## src/rtl/narrow_sink_arbiter.sv

```systemverilog
// Round-robin arbiter feeding one saturating narrow output register behind a valid/ready stage.
// Optional out_ovf/ovf_count ports are built when NARROW_OVF_FLAG_EN is defined.
module narrow_sink_arbiter #(
    parameter  int unsigned NREQ  = 4,
    parameter  int unsigned SRC_W = 4,
    parameter  int unsigned DST_W = 3,
    localparam int unsigned IDX_W = $clog2(NREQ)
) (
    input  logic                  clk,
    input  logic                  rst_n,
    input  logic [NREQ-1:0]       req,
    input  logic [NREQ*SRC_W-1:0] data,
    output logic [NREQ-1:0]       gnt,
    output logic                  out_valid,
    input  logic                  out_ready,
    output logic [DST_W-1:0]      out_data,
    output logic [IDX_W-1:0]      out_src
`ifdef NARROW_OVF_FLAG_EN
    ,
    output logic                  out_ovf,
    output logic [7:0]            ovf_count
`endif
);

    typedef enum logic {
        ST_EMPTY = 1'b0,
        ST_FULL  = 1'b1
    } state_e;

    state_e           state_q, state_d;
    logic [IDX_W-1:0] rr_ptr_q, rr_ptr_d;
    logic [DST_W-1:0] out_data_q, out_data_d;
    logic [IDX_W-1:0] out_src_q, out_src_d;

    logic             can_load_c;
    logic             grant_c;
    logic [IDX_W-1:0] gnt_idx_c;
    logic [SRC_W-1:0] gnt_word_c;
    logic             sat_c;
    logic [DST_W-1:0] narrow_c;

    // First requester at or after rr_ptr, wrapping; gated by load capacity and reset
    always_comb begin
        logic [IDX_W:0] cand;
        cand       = '0;
        gnt        = '0;
        grant_c    = 1'b0;
        gnt_idx_c  = '0;
        can_load_c = (state_q == ST_EMPTY) || out_ready;
        for (int unsigned i = 0; i < NREQ; i++) begin
            cand = {1'b0, rr_ptr_q} + (IDX_W+1)'(i);
            if (cand >= (IDX_W+1)'(NREQ)) begin
                cand = cand - (IDX_W+1)'(NREQ);
            end
            if (rst_n && can_load_c && !grant_c && req[cand[IDX_W-1:0]]) begin
                grant_c   = 1'b1;
                gnt_idx_c = cand[IDX_W-1:0];
            end
        end
        if (grant_c) begin
            gnt[gnt_idx_c] = 1'b1;
        end
    end

    // Saturate rather than drop source MSBs
    always_comb begin
        gnt_word_c = '0;
        for (int unsigned k = 0; k < NREQ; k++) begin
            if (gnt[k]) begin
                gnt_word_c = data[k*SRC_W +: SRC_W];
            end
        end
        sat_c    = (gnt_word_c[SRC_W-1:DST_W] != '0);
        narrow_c = sat_c ? '1 : gnt_word_c[DST_W-1:0];
    end

    always_comb begin
        state_d    = state_q;
        rr_ptr_d   = rr_ptr_q;
        out_data_d = out_data_q;
        out_src_d  = out_src_q;
        case (state_q)
            ST_EMPTY: if (grant_c) state_d = ST_FULL;
            ST_FULL:  if (out_ready && !grant_c) state_d = ST_EMPTY;
            default:  state_d = ST_EMPTY;
        endcase
        if (grant_c) begin
            out_data_d = narrow_c;
            out_src_d  = gnt_idx_c;
            rr_ptr_d   = (gnt_idx_c == IDX_W'(NREQ-1)) ? '0 : gnt_idx_c + IDX_W'(1);
        end
    end

    always_ff @(posedge clk or negedge rst_n) begin
        if (!rst_n) begin
            state_q    <= ST_EMPTY;
            rr_ptr_q   <= '0;
            out_data_q <= '0;
            out_src_q  <= '0;
        end else begin
            state_q    <= state_d;
            rr_ptr_q   <= rr_ptr_d;
            out_data_q <= out_data_d;
            out_src_q  <= out_src_d;
        end
    end

    assign out_valid = (state_q == ST_FULL);
    assign out_data  = out_data_q;
    assign out_src   = out_src_q;

`ifdef NARROW_OVF_FLAG_EN
    logic       out_ovf_q, out_ovf_d;
    logic [7:0] ovf_count_q, ovf_count_d;

    // Flag follows the data word; the event count sticks at its maximum
    always_comb begin
        out_ovf_d   = out_ovf_q;
        ovf_count_d = ovf_count_q;
        if (grant_c) begin
            out_ovf_d = sat_c;
            if (sat_c && (ovf_count_q != 8'hFF)) begin
                ovf_count_d = ovf_count_q + 8'd1;
            end
        end
    end

    always_ff @(posedge clk or negedge rst_n) begin
        if (!rst_n) begin
            out_ovf_q   <= 1'b0;
            ovf_count_q <= '0;
        end else begin
            out_ovf_q   <= out_ovf_d;
            ovf_count_q <= ovf_count_d;
        end
    end

    assign out_ovf   = out_ovf_q;
    assign ovf_count = ovf_count_q;
`endif

endmodule

```

## config.mk

```make
export PLATFORM = sky130hd
export DESIGN_NAME = narrow_sink_arbiter
export DESIGN_NICKNAME = d
export VERILOG_FILES = /design/src/rtl/narrow_sink_arbiter.sv
export SDC_FILE = /design/constraint.sdc
export NUM_CORES = 1
export LEC_CHECK = 0
export CAP_MARGIN = 10
export CELL_PAD_IN_SITES_DETAIL_PLACEMENT = 1
export CELL_PAD_IN_SITES_GLOBAL_PLACEMENT = 2
export CORE_MARGIN = 2
export CORE_UTILIZATION = 20
export CTS_BUF_LIST = sky130_fd_sc_hd__clkbuf_8 sky130_fd_sc_hd__clkbuf_16
export DETAILED_ROUTE_END_ITERATION = 7
export PLACE_DENSITY_LB_ADDON = 0.1
export SLEW_MARGIN = 20
export SYNTH_ARGS = -nofsm -noshare
export SYNTH_HDL_FRONTEND = slang
export SYNTH_SLANG_ARGS = --single-unit
```

## constraint.sdc

```tcl
create_clock -name clk -period 3.1 [get_ports clk]
set_clock_uncertainty 0.05 [all_clocks]
set_input_delay 0.62 -clock clk [delete_from_list [all_inputs] [get_ports clk]]
set_output_delay 0.62 -clock clk [all_outputs]
set_load 0.1 [all_outputs]
```

* Word-level counts from Yosys, hierarchy flattened
Cells that the tools add are included.
Operators by class: add/sub/neg operators 8, multipliers 0, divide/modulo/power cells 0, order comparisons 10, equality and inequality tests 1, shifts and indexed selects 0, multiplexer cells 32, bitwise operators 1, reduce and logical (&&, ||, !) cells 15
Operators by type and width (number):
- 2-to-1 mux 4 bit | 5
- 2-to-1 mux 2 bit | 9
- less-than comparator 2 x 3 -> 1 bit, second input constant | 5
- 2-to-1 mux 1 bit | 11
- logical AND 1 bit | 10
- >= comparator 3 bit, second input constant | 3
- binary-select mux 1 bit (select 2 bit) | 4
- subtractor 2 x 1 -> 2 bit, second input constant | 4
- adder 2 x 2 -> 3 bit, second input constant | 2
- logical NOT 1 bit | 4
- adder 2 x 1 -> 3 bit, second input constant | 1
- >= comparator 2 x 3 -> 1 bit, second input constant | 1
- 2-to-1 mux 3 bit | 1
- adder 2 x 1 -> 2 bit, second input constant | 1
- demux 1 bit (select 2 bit) | 1
- equality test 2 bit, second input constant | 1
- >= comparator 2 x 1 -> 1 bit, second input constant | 1
- one-hot mux 1 bit (2 select lines) | 1
- logical OR 1 bit | 1
- NOT 1 bit | 1
Word-level totals: flip-flop bits (word level) 8, latch bits 0, memory bits (writable) 0, ROM bits 0, bits of input ports 23, output and inout port bits 10, memories kept 0

* Depth between registers and ports, before layout
depth in word-level cells 28, depth in mapped cells 11

* Worst setup path before layout
Ideal clock, no wire load.
path type register to output, start register state_q, in the netlist out_valid, end output port gnt[3], data arrival time 2690 ps, data required time 2430 ps, setup slack -260 ps, cell stages (with the launch flop) 7, cell sequence dfrtp_1 > nand2b_1 > nand2_1 > nor3_1 > ha_1 > buf_1 > and2_1
On the way: word-level cells in the longest chain between the ends 22, elaborated cells between the ends (all ways) 27, classes of those cells 2 x order compare; 11 x mux; 1 x bitwise; 13 x reduce/logical
Ends and longest elaborated chain:
- from (decl) | line 30 | state_e state_q, state_d;
- from (signal assigned) | line 101 | state_q <= state_d;
- NOT 1 bit *
- logical OR 1 bit * | line 49 | can_load_c = (state_q == ST_EMPTY) || out_ready;
- logical AND 1 bit * | line 55 | if (rst_n && can_load_c && !grant_c && req[cand[IDX_W-1:0]]) begin
- logical AND 1 bit | line 55
- 2-to-1 mux 1 bit | line 55
- logical NOT 1 bit | line 55
- logical AND 1 bit (2 in a row) | line 55
- 2-to-1 mux 1 bit | line 55
- (+5 left out)
- logical AND 1 bit (2 in a row) | line 55
- 2-to-1 mux 2 bit * | line 55
- named net gnt_idx_c[0] | line 37 | logic [IDX_W-1:0] gnt_idx_c;
- less-than comparator 2 x 3 -> 1 bit (implied by the code) / >= comparator 2 x 1 -> 1 bit (equally long branches) | line 61 | gnt[gnt_idx_c] = 1'b1;
- logical AND 1 bit (implied by the code) | line 61
- 2-to-1 mux 1 bit (implied by the code) | line 61
- demux 1 bit (select 2 bit) * | line 61
- 2-to-1 mux 4 bit * | line 60 | if (grant_c) begin
- to (decl) | line 13 | output logic [NREQ-1:0] gnt,
Mark *: on every way through the listed nets, which the timed path passes. The rest lies on a longest branch.

* Worst setup path after layout
start input port req[0], end output port gnt[0]
On the way: word-level cells in the longest chain between the ends 21, elaborated cells between the ends (all ways) 32, classes of those cells 2 x order compare; 19 x mux; 11 x reduce/logical
Ends and longest elaborated chain:
- from (decl) | line 11 | input logic [NREQ-1:0] req,
- binary-select mux 1 bit (select 2 bit) | line 55
- 2-to-1 mux 1 bit (implied by the code) | line 55
- logical AND 1 bit | line 55
- 2-to-1 mux 1 bit | line 55
- logical NOT 1 bit | line 55
- logical AND 1 bit (2 in a row) | line 55
- 2-to-1 mux 1 bit | line 55
- logical NOT 1 bit | line 55
- (+4 left out)
- logical AND 1 bit (2 in a row) | line 55
- 2-to-1 mux 2 bit * | line 55
- named net gnt_idx_c[1] | line 37
- less-than comparator 2 x 3 -> 1 bit (implied by the code) / >= comparator 2 x 1 -> 1 bit (equally long branches) | line 61
- logical AND 1 bit (implied by the code) | line 61
- 2-to-1 mux 1 bit (implied by the code) | line 61
- demux 1 bit (select 2 bit) * | line 61
- 2-to-1 mux 4 bit * | line 60
Mark *: on every way through the listed nets, which the timed path passes. The rest lies on a longest branch. The select of a mux whose other input is x is not followed.

==> flow_metrics.py <==
metrics = {
    "setup_path": {
        "path_max_fanout": 4,
        "slowest_stage": "clkdlybuf4s50_1",
        "reg2reg_depth": 9,
        "regToRegSetupSlack_ps": 680,
        "r2r_start": "rr_ptr_q[1]",
        "arrival_ps": 2340,
        "crit_type": "primary input to output port",
        "path_cells": "clkdlybuf4s50_1 -> buf_4 -> a21oi_1 -> o21a_1 -> o221a_4 -> inv_2 -> ha_2 -> and2_4 -> buf_12",
        "cp-start-kind": "primary input",
        "r2r_end": "out_data[1]",
        "max_stage_delay_ps": 480,
        "cp_top_family": "buffers and inverters",
        "end_kind": "output port",
        "crit_required_ps": 2430,
        "critPathBufInv": 4,
    },
    "place": {
        "portBuffers": 32,
        "post-place-ws_ps": -32.2,
        "place_inst": 172,
        "gp_congestion": 0.815,
        "dp_hpwl_um": 1920,
        "dpl_cell_area_sq_mm": 0.00116,
    },
    "logic_synthesis": {
        "ys_seq_elements": 8,
        "synthDistinctLibCells": 26,
        "netlist.area_leader.share_pct": 30.2,
        "ys_seq_area_share_pct": 30.2,
        "synth.largest_area_cell": "dfrtp_1",
        "synth.area.top_cells": "dfrtp_1, a21oi_1, ha_1",
        "syn_area_sq_um": 663,
        "synth_warnings": 0,
        "syn-num-nets": 111,
        "synthCells": 84,
        "synth_area_per_cell_sq_um": 7.89,
    },
    "worst_hold_path": {
        "holdPathStages": 2,
        "worstHoldStart": "out_valid",
        "hp-class": "flop to flop",
        "whs_endpoint": "out_valid",
    },
    "drt": {
        "viasPerCell": 4.43,
        "dr.first_iter.drc_count": 14,
        "firstDrtPassIters": 2,
        "wl_um": 2330,
        "vias": 776,
        "wl_per_cell_um": 13.3,
        "postRouteAntennaNets": 0,
        "drc": 0,
    },
    "timing": {
        "fin_crit_sh_pct": 97.0,
        "holdWs_ps": 466,
        "setup_tns_ps": 0,
        "rsz0062_at_grt": "no",
        "timing.fmax_mhz": 332,
        "fin_crit_ps": 3010,
        "setup_viol": 0,
        "fin_ws_ps": 91.5,
        "worst_pin_slew_ps": 350,
        "max_slew_margin_pct": 76.7,
        "slew_violations": 0,
        "finalHoldViolCount": 0,
    },
    "power": {
        "sequentialPowerShare_pct": 21.8,
        "power.internal_mw": 0.388,
        "p_switching_mw": 0.411,
        "power_frac_comb_pct": 62.5,
        "ir_drop_mv": 0.154,
        "powerDensity_mw_per_mm2": 633,
        "leakage_nw": 0.543,
        "swShare_pct": 51.4,
        "clkPwrFrac_pct": 15.7,
        "power_mw": 0.799,
    },
    "clock_network": {
        "cts_buffers": 3,
        "cts_sinks": 8,
        "clk_path_buf_depth": 2,
        "cts_root_buf": "clkbuf_8",
        "cts_max_level": 1,
        "tritoncts": "done",
        "clk_pin_slew_ps": 40,
        "insertion_delay_ps": 230,
        "postCtsSetupBuffers": 0,
        "ctsResizeCount": 0,
        "ctsHoldBuffers": 0,
    },
    "die": {
        "row_count": 20,
        "design.portCount": 33,
        "die_area_sq_mm": 0.00379,
        "core_sq_mm": 0.00310,
        "die_x_um": 61.6,
        "die_y_um": 61.6,
        "start_util_pct": 21.4,
    },
    "layout": {
        "final_common_cell": "clkdlybuf4s50_1",
        "nFillCells": 387,
        "nNetsFinal": 160,
        "utilization_pct": 40.7,
        "n_antenna_cell": 0,
        "layout.cells.non_filler": 175,
        "post_route_cells_drive_above_1_share_pct": 33.6,
        "area_delta_synth_final_pct": 90.4,
        "final_cell_mix": "clkdlybuf4s50_1, buf_4, a21oi_1",
        "finish.instance_area_sq_mm": 0.00126,
    },
    "grt": {
        "grt_pass1_vias": 798,
        "antenna_found_initial": 0,
        "grt_usage_pct": 13.4,
        "grt_pass1_wl_um": 3810,
        "overflow": 0,
        "grt_max_degree": 10,
    },
    "run": {
        "cap_violations": 0,
    },
    "status": {
        "status": "completed",
    },
}
[worst max-delay path by stage]
stage / from / endpoint / slack [ps] / depth (start not counted)
final: req[0] / gnt[0] / 90 / 9
after global routing: req[0] / gnt[0] / 10 / 9
after CTS: req[2] / gnt[2] / 4 / 9
after detailed placement: req[2] / out_data[2] / -30 / 11
after global placement: req[2] / out_data[2] / 30 / 11
after floorplan: out_valid / gnt[3] / 10 / 6
[area by class of cell]
type | instances | area [sq um] | area share, %
clock buffer | 3 | 41.3 | 3.27
inverter | 6 | 22.5 | 1.78
timing repair buffer | 47 | 464 | 36.8
sequential | 8 | 200 | 15.9
multi-input combinational | 67 | 479 | 38.0
tap | 44 | 55.1 | 4.36
[cell families after synthesis]
group,synth area share [%]
AO/OA/AOI/OAI,30.9
adder cells (fa/ha/maj),7.55
buffers and inverters,5.66
flip-flops,30.2
AND/OR/NAND/NOR,25.7
[cells in the mapped netlist]
master	count
a21oi_1	12
o221a_2	1
a221o_1	2
inv_1	6
o21ai_0	2
a211o_1	1
buf_4	1
buf_1	2
nor2b_1	6
dfrtp_1	8
ha_1	4
and2_1	5
nand4_1	1
a221oi_1	3
nand2_1	7
o21a_1	1
a221oi_2	1
a31oi_1	2
a21o_1	1
a21oi_2	1
nand2b_1	2
nor2_1	7
o32ai_1	1
o31a_1	1
nor3_1	5
nand3_1	1
[flip-flops by register name, summed over array words and instances (netlist names)]
| register | cells |
|---|---|
| out_data | 3 |
| out_src | 2 |
| out_valid | 1 |
| rr_ptr_q | 2 |
[worst register-to-register path, stage by stage, from the launching register on]
cell,delay (ps)
dfrtp_1,480
nor3_2,220
a31oi_1,70
nor3_2,230
inv_2,80
ha_2,190
nor2b_1,160
a221o_1,330
a221oi_2,360
a21oi_1,120
[layer usage]
metal	vias up	GRT usage [%]	wire length (um)
met4	0	4.56	0
met3	0	1.47	78
met1	360	20.6	1230
met2	17	19.2	1030
li1	399	-	-
met5	-	0	0
[power by group through the flow]
stage               clock network [mW]  registers, mW  logic, mW
finish                           0.125          0.175      0.499
global route                     0.138          0.181      0.536
CTS                              0.130          0.172      0.487
detailed placement                   0          0.173      0.484
global placement                     0          0.172      0.483
floorplan                            0          0.342      0.163
No activity file was read; power rests on OpenSTA's default activity.
